==> src/rtl/bin2bcd_seq.sv <==
// rtl/bin2bcd_seq.sv - sequential double-dabble binary-to-BCD converter, one bit per clock (optional BIN2BCD_BLANK_EN)
module bin2bcd_seq #(
    parameter int N = 14,
    parameter int D = 4
) (
    input  logic             clk,
    input  logic             rst,
    input  logic             start,
    input  logic [N-1:0]     in,
    output logic             busy,
    output logic             done,
    output logic [4*D-1:0]   bcd,
    output logic             overflow
);

    localparam int CW = $clog2(N + 1);

    typedef enum logic [1:0] {
        IDLE  = 2'd0,
        SHIFT = 2'd1,
        DONE  = 2'd2
    } state_t;

    state_t           state;
    state_t           state_nxt;

    logic [N-1:0]     shreg;
    logic [4*D-1:0]   dig;
    logic [CW-1:0]    cnt;
    logic             ovf_acc;

    logic [4*D-1:0]   dig_adj;
    logic [4*D-1:0]   dig_shift;
    logic [N-1:0]     shreg_shift;
    logic [CW-1:0]    cnt_dec;
    logic             ovf_shift;
    logic [4*D-1:0]   bcd_load;
    logic             accept;
    logic             last;

    // One double-dabble step: add 3 to every digit >= 5 (carry-free), then shift {digits, shreg} left.
    // The bit falling off the top digit means the value does not fit in D digits.
    always_comb begin
        dig_adj = dig;
        for (int i = 0; i < D; i++) begin
            if (dig[4*i +: 4] >= 4'd5) begin
                dig_adj[4*i +: 4] = dig[4*i +: 4] + 4'd3;
            end
        end
        dig_shift   = {dig_adj[4*D-2:0], shreg[N-1]};
        ovf_shift   = ovf_acc | dig_adj[4*D-1];
        shreg_shift = shreg << 1;
        cnt_dec     = cnt - CW'(1);
    end

`ifdef BIN2BCD_BLANK_EN
    logic lead;

    // Leading-zero blanking at result load: zeros above the top nonzero digit become 4'hF.
    // Digit 0 is always shown, and an overflowed result is shown in full.
    always_comb begin
        bcd_load = dig_shift;
        lead     = 1'b1;
        for (int i = D - 1; i >= 1; i--) begin
            if (lead && !ovf_shift && (dig_shift[4*i +: 4] == 4'd0)) begin
                bcd_load[4*i +: 4] = 4'hF;
            end else begin
                lead = 1'b0;
            end
        end
    end
`else
    // Plain digits straight from the shift chain.
    always_comb begin
        bcd_load = dig_shift;
    end
`endif

    // State register.
    always_ff @(posedge clk) begin
        if (rst) begin
            state <= IDLE;
        end else begin
            state <= state_nxt;
        end
    end

    // Next-state logic and status outputs; start is only honoured in IDLE and DONE.
    always_comb begin
        state_nxt = state;
        busy      = 1'b0;
        done      = 1'b0;
        accept    = 1'b0;
        last      = 1'b0;
        case (state)
            IDLE: begin
                if (start) begin
                    accept    = 1'b1;
                    state_nxt = SHIFT;
                end
            end
            SHIFT: begin
                busy = 1'b1;
                if (cnt_dec == '0) begin
                    last      = 1'b1;
                    state_nxt = DONE;
                end
            end
            DONE: begin
                done = 1'b1;
                if (start) begin
                    accept    = 1'b1;
                    state_nxt = SHIFT;
                end else begin
                    state_nxt = IDLE;
                end
            end
            default: begin
                state_nxt = IDLE;
            end
        endcase
    end

    // Conversion datapath: load on accept, step once per SHIFT cycle.
    always_ff @(posedge clk) begin
        if (rst) begin
            shreg   <= '0;
            dig     <= '0;
            cnt     <= '0;
            ovf_acc <= 1'b0;
        end else if (accept) begin
            shreg   <= in;
            dig     <= '0;
            cnt     <= CW'(N);
            ovf_acc <= 1'b0;
        end else if (busy) begin
            shreg   <= shreg_shift;
            dig     <= dig_shift;
            cnt     <= cnt_dec;
            ovf_acc <= ovf_shift;
        end
    end

    // Result registers: updated only with the final step, so intermediate digits never appear.
    always_ff @(posedge clk) begin
        if (rst) begin
            bcd      <= '0;
            overflow <= 1'b0;
        end else if (last) begin
            bcd      <= bcd_load;
            overflow <= ovf_shift;
        end
    end

endmodule

==> config.mk <==
export PLATFORM = sky130hd
export DESIGN_NAME = bin2bcd_seq
export DESIGN_NICKNAME = d
export VERILOG_FILES = /design/src/rtl/bin2bcd_seq.sv
export SDC_FILE = /design/constraint.sdc
export NUM_CORES = 1
export LEC_CHECK = 0
export CELL_PAD_IN_SITES_DETAIL_PLACEMENT = 1
export CELL_PAD_IN_SITES_GLOBAL_PLACEMENT = 2
export CORE_ASPECT_RATIO = 0.8
export CORE_MARGIN = 8
export CORE_UTILIZATION = 33
export DETAILED_ROUTE_END_ITERATION = 16
export PLACE_DENSITY_LB_ADDON = 0.1
export SLEW_MARGIN = 20
export SYNTH_ARGS = -nofsm -noshare
export SYNTH_HDL_FRONTEND = slang
export SYNTH_SLANG_ARGS = --single-unit
==> constraint.sdc <==
create_clock -name clk -period 2 [get_ports clk]
set_input_delay 0.4 -clock clk [delete_from_list [all_inputs] [get_ports clk]]
set_output_delay 0.4 -clock clk [all_outputs]
set_load 0.05 [all_outputs]
==> results of run 1 <==
## registers in the layout, summed over array words and instances (netlist names)
register and flops:
bcd 16, cnt 4, dig 16, overflow 1, ovf_acc 1, shreg 14
state 2
## synth_stat cells, types with 6 or more instances
cell       n  area share [%]
dfxtp_1   54              40
a21oi_1   35             6.4
nand2_1   27             3.7
a211oi_1  15             4.1
a22oi_1   14             3.8
nand2b_1  14             3.2
nor2_1    13             1.8
inv_1     12             1.6
clkbuf_1  11             1.5
a211o_1   10             3.2
ha_1      10             4.6
nand3_1   10             1.8
a31oi_1    9             2.1
mux2i_1    9             3.3
buf_2      8             1.5
o21ai_0    8             1.5
nor3b_1    7             1.9
and2_1     6             1.4
nand3b_1   6             1.6
## where the power goes
part	internal, uW	leakage [uW]	total (uW)	switching [uW]
clock	281	0.0000482	641	360
sequential	1110	0.000439	1150	32.0
combinational	142	0.000683	339	198
total	1540	0.00117	2130	590
## metal layers
| metal | vias to the layer above | wire, microns | part of all wire (%) | GRT usage (%) |
|---|---|---|---|---|
| met1 | 1114 | 3700 | 51 | 16.41 |
| met4 | 0 | 70 | 0.97 | 3.143 |
| met3 | 7 | 223 | 3.1 | 3.020 |
| met5 | - | 0 | 0 | 0 |
| met2 | 28 | 3201 | 44 | 21.18 |
| li1 | 1176 | - | - | - |
## area by class of cell
class	instances	area share [%]
Multi-Input combinational cell	222	45.09
Sequential cell	54	32.91
Timing Repair Buffer	47	13.62
Tap cell	108	4.110
Clock buffer	7	2.626
Inverter	13	1.484
Clock inverter	1	0.1522
## worst max path at each step
stage	slack [ns]	depth (start not counted)	to
2_1_floorplan	0.24	7	bcd[14]
3_3_place_gp	0.23	6	bcd[2]
3_5_place_dp	0.15	6	bcd[14]
4_1_cts	0.07	1	bcd[13]
5_1_grt	0.01	1	bcd[11]
6_report	0.08	1	bcd[11]
## stage by stage
step / cells / cell area (sq um) / hold slack, ns / total power [uW]
2_1_floorplan: 312 / 2731 / 0.4368 / 1375
3_3_place_gp: 443 / 3188 / 0.4467 / 1498
3_5_place_dp: 443 / 3188 / 0.4490 / 1505
4_1_cts: 451 / 3279 / 0.4636 / 2156
5_1_grt: 452 / 3288 / 0.4716 / 2240
6_report: 452 / 3288 / 0.4605 / 2126
## logic make-up after synthesis
kind of cell | synth area share, %
AOI/OAI and AO/OA | 27.26
adders and majority gates | 4.581
muxes | 3.711
buffers and inverters | 6.138
DFF | 39.58
and+or+nand+nor | 18.74
## repair_timing
| item | CTS | global route |
|---|---|---|
| hold buffers | 0 | 0 |
| resized for setup | 0 | 1 |
| endpoints found under the setup margin | 0 | 2 |
| setup buffers | 0 | 1 |
| hold endpoints to repair | 0 | 0 |
==> results.txt, run 1 <==
most common cell after layout, fill and taps aside: dfxtp_1
unrepaired setup endpoints after global routing: false
status: complete, no violations
core area: 7983 sq um
relative slew slack: 65.68%
most frequent cells in the layout: 53 x dfxtp_1, 35 x a21oi_1, 33 x clkdlybuf4s50_1
DR vias/cell: 5.144
DIE HEIGHT: 97.37 microns
Worst setup SP type: register
Register Area: 1082 sq um
Avg WL per Cell: 15.92 microns
DR vias: 2325
Cells on Worst Hold Path: 2
routability-driven placement congestion ratio: 0.7314
GRT Util Overall: 12.82%
Slew @ Worst Pin: 0.5132 ns
number of max-cap violations: 0
area of the multi-input gates: 1483 sq um
CP max stage cell: clkdlybuf4s50_1
RR Endpoint: bcd[1]
Skew-Pair Late Insertion Delay: 0.31 ns
critical path cell sequence: clkdlybuf4s50_1
Pins Over Slew Limit: 0
buffers added on ports: 35
reg2reg path depth: 6
grt total ovfl: 0
Synth cell types: 41
pin count of the biggest net entering global routing: 37
clk sinks: 54
H-tree Lvls: 2
Hold Crit Class: register to register
Post-route DRC: 0
clk_skew: 0.005586 ns
Final setup viols: 0
routed wire length: 7.195 mm
register area share after synthesis: 39.58%
Initial Util: 34.22%
worst stage delay on the critical path: 0.83 ns
synth warn: 0
Setup TNS: 0 ns
fmax: 0.5204 GHz
ANT cells: 0
CTS tree: yes
Seq cells post-synth: 54
fraction of layout cells with a size suffix above 1: 10.76%
# fillers: 956
Area Overhead vs Synth: 20.38%
ys async rst share: 0%
CTS max path bufs: 2
DR iter-0 viols: 68
vias in the first global route: 2462
Core Util, Final: 41.19%
width of the die: 117.7 microns
min Tclk post-route: 1.921 ns
Worst Path Required: 1.60 ns
syn_nets: 339
leakage power total: 0.001170 uW
Cell Area, Synth: 2731 sq um
hold path start: shreg[1]
reg2reg start: cnt[1]
antenna violations before repair: 0
Post-DP HPWL: 5.053 mm
Num CTS Buffers: 5
row cnt: 29
worst setup margin: 0.07852 ns
Power Density: 646.4 nW/um^2
flop-to-flop setup slack: 0.21 ns
top_reg_cell synth: dfxtp_1
Post-synth EDFFs: 0
crit path kind: register to output port
hold-critical path endpoint: shreg[1]
CP endpoint kind: output port
worst path arrival time: 1.52 ns
crit path from: bcd[11]
Pre-Repair DR Iteration Count: 6
CP delay by family, top: buffers and inverters
first-pass GRT wire length: 12.32 mm
crit path max fanout: 2
Clock Tree Root: clkbuf_8
Peak VDD IR: 0.0003047 V
Nets: 370
Worst-path clk slew: 0.10 ns
final hold violation count: 0
post-detailed-route count of antenna-violating nets: 0
die area: 11460 sq um
mean area per synthesized cell: 8.754 sq um
I/O pins: 36
final period utilization: 96.07%
WP buf/inv: 1
pre-CTS setup slack: 0.1479 ns
Cells after Synth: 312
No activity file was read; power rests on OpenSTA's default activity.
==> run 2: changes to the inputs <==
--- a/config.mk
+++ b/config.mk
@@ -12,6 +12,7 @@
 export CORE_UTILIZATION = 33
 export DETAILED_ROUTE_END_ITERATION = 16
 export PLACE_DENSITY_LB_ADDON = 0.1
+export RECOVER_POWER = 50
 export SLEW_MARGIN = 20
 export SYNTH_ARGS = -nofsm -noshare
 export SYNTH_HDL_FRONTEND = slang
==> results.txt, run 2 (synthesis results as in run 1) <==
CP endpoint kind: output port
Area Overhead vs Synth: 19.33%
Clock Tree Root: clkbuf_8
die area: 11460 sq um
Top Registers: bcd: 16 flops, dig: 16 flops, shreg: 14 flops
Pre-Repair DR Iteration Count: 6
hold buffer count at cts: 0
Finished Layout Cells: 452
Int Power: 1527 uW
fmax: 0.5206 GHz
final instance area: 3259 sq um
critical path cell sequence: clkdlybuf4s50_1
Num CTS Buffers: 5
most common cell after layout, fill and taps aside: dfxtp_1
most frequent cells in the layout: 53 x dfxtp_1, 35 x a21oi_1, 32 x clkdlybuf4s50_1
buffers added on ports: 35
H-tree Lvls: 2
Final setup viols: 0
first-pass GRT wire length: 12.32 mm
worst path arrival time: 1.52 ns
CTS max path bufs: 2
ANT cells: 0
leakage power total: 0.001149 uW
CP max stage cell: clkdlybuf4s50_1
number of max-cap violations: 0
pin count of the biggest net entering global routing: 37
hold slack: 0.4601 ns
Power Density: 647.5 nW/um^2
Skew-Pair Late Insertion Delay: 0.31 ns
Setup TNS: 0 ns
post-detailed-route count of antenna-violating nets: 0
I/O pins: 36
Nets: 370
power share of the combinational group: 15.6%
vias in the first global route: 2462
Avg WL per Cell: 15.86 microns
worst stage delay on the critical path: 0.83 ns
switching power: 583.4 uW
routed wire length: 7.167 mm
row cnt: 29
crit path max fanout: 2
core area: 7983 sq um
DR iter-0 viols: 67
clk_skew: 0.007052 ns
crit path kind: register to output port
Worst-path clk slew: 0.10 ns
DR vias: 2330
width of the die: 117.7 microns
relative slew slack: 60.07%
Clock Power Share: 30.2%
GRT Util Overall: 12.82%
unrepaired setup endpoints after global routing: false
antenna violations before repair: 0
Sw Share: 27.64%
Worst setup SP type: register
WP buf/inv: 1
final hold violation count: 0
CP delay by family, top: buffers and inverters
Post-route DRC: 0
routability-driven placement congestion ratio: 0.7314
DR vias/cell: 5.155
register share of total power: 54.2%
Worst Path Required: 1.60 ns
DIE HEIGHT: 97.37 microns
Peak VDD IR: 0.0002943 V
Slew @ Worst Pin: 0.6016 ns
Post-DP HPWL: 5.053 mm
final period utilization: 96.04%
Core Util, Final: 40.83%
Hold Crit Class: register to register
grt total ovfl: 0
Initial Util: 34.22%
Post-Place Cell Area: 3188 sq um
fraction of layout cells with a size suffix above 1: 9.012%
clk sinks: 54
CTS tree: yes
min Tclk post-route: 1.921 ns
Pins Over Slew Limit: 0
status: complete, no violations
placed insts: 443
run 2: cell count changes in the layout (fill, tap and decap cells not counted), sizes merged:
cell	delta
buf	-5
clkbuf	+5
clkdlybuf4s50	-1
dlygate4sd3	+1
run 2: metal layers:
| layer | share of wire [%] | global-route usage (%) | up-vias |
|---|---|---|---|
| li1 | - | - | 1177 |
| met1 | 51 | 16.41 | 1118 |
| met2 | 45 | 21.18 | 28 |
| met3 | 3.1 | 3.020 | 7 |
| met4 | 0.98 | 3.143 | 0 |
| met5 | 0 | 0 | - |
run 2: layout make-up:
cell class / count / area, sq um
clock buffers: 7 / 86.33
clock inverters: 1 / 5.005
fillers: 957 / 4723
inverters: 13 / 48.80
multi-input cells: 222 / 1473
flip-flops and latches: 54 / 1082
well taps: 108 / 135.1
repair buffers: 47 / 429.2
run 2: power by group through the flow:
stage,clock (uW),sequential (uW),combinational [uW]
floorplan,0,1170,209
global placement,0,1170,328
detailed placement,0,1170,335
CTS,674,1150,337
global route,712,1150,366
finish,637,1140,329
run 2: path summary, 6_finish.rpt:
| kind | end | slack (ns) | startpoint | depth (start not counted) |
|---|---|---|---|---|
| hold / removal | shreg[1] | 0.46 | shreg[1] | 2 |
| hold reg to reg | shreg[1] | 0.46 | shreg[1] | 2 |
| setup reg to reg | overflow | 0.18 | cnt[1] | 5 |
| setup / recovery | bcd[11] | 0.08 | bcd[11] | 1 |
run 2: per-stage QoR:
step / setup WS [ns] / total power [uW]
3_3_place_gp: 0.2308 / 1498
2_1_floorplan: 0.2414 / 1375
3_5_place_dp: 0.1479 / 1505
5_1_grt: 0.01413 / 2230
4_1_cts: 0.07262 / 2156
6_report: 0.07921 / 2111
run 2: timing repair:
item                       CTS  global route
gates resized for setup      0             1
setup endpoints to repair    0             2
buffers inserted             0             1
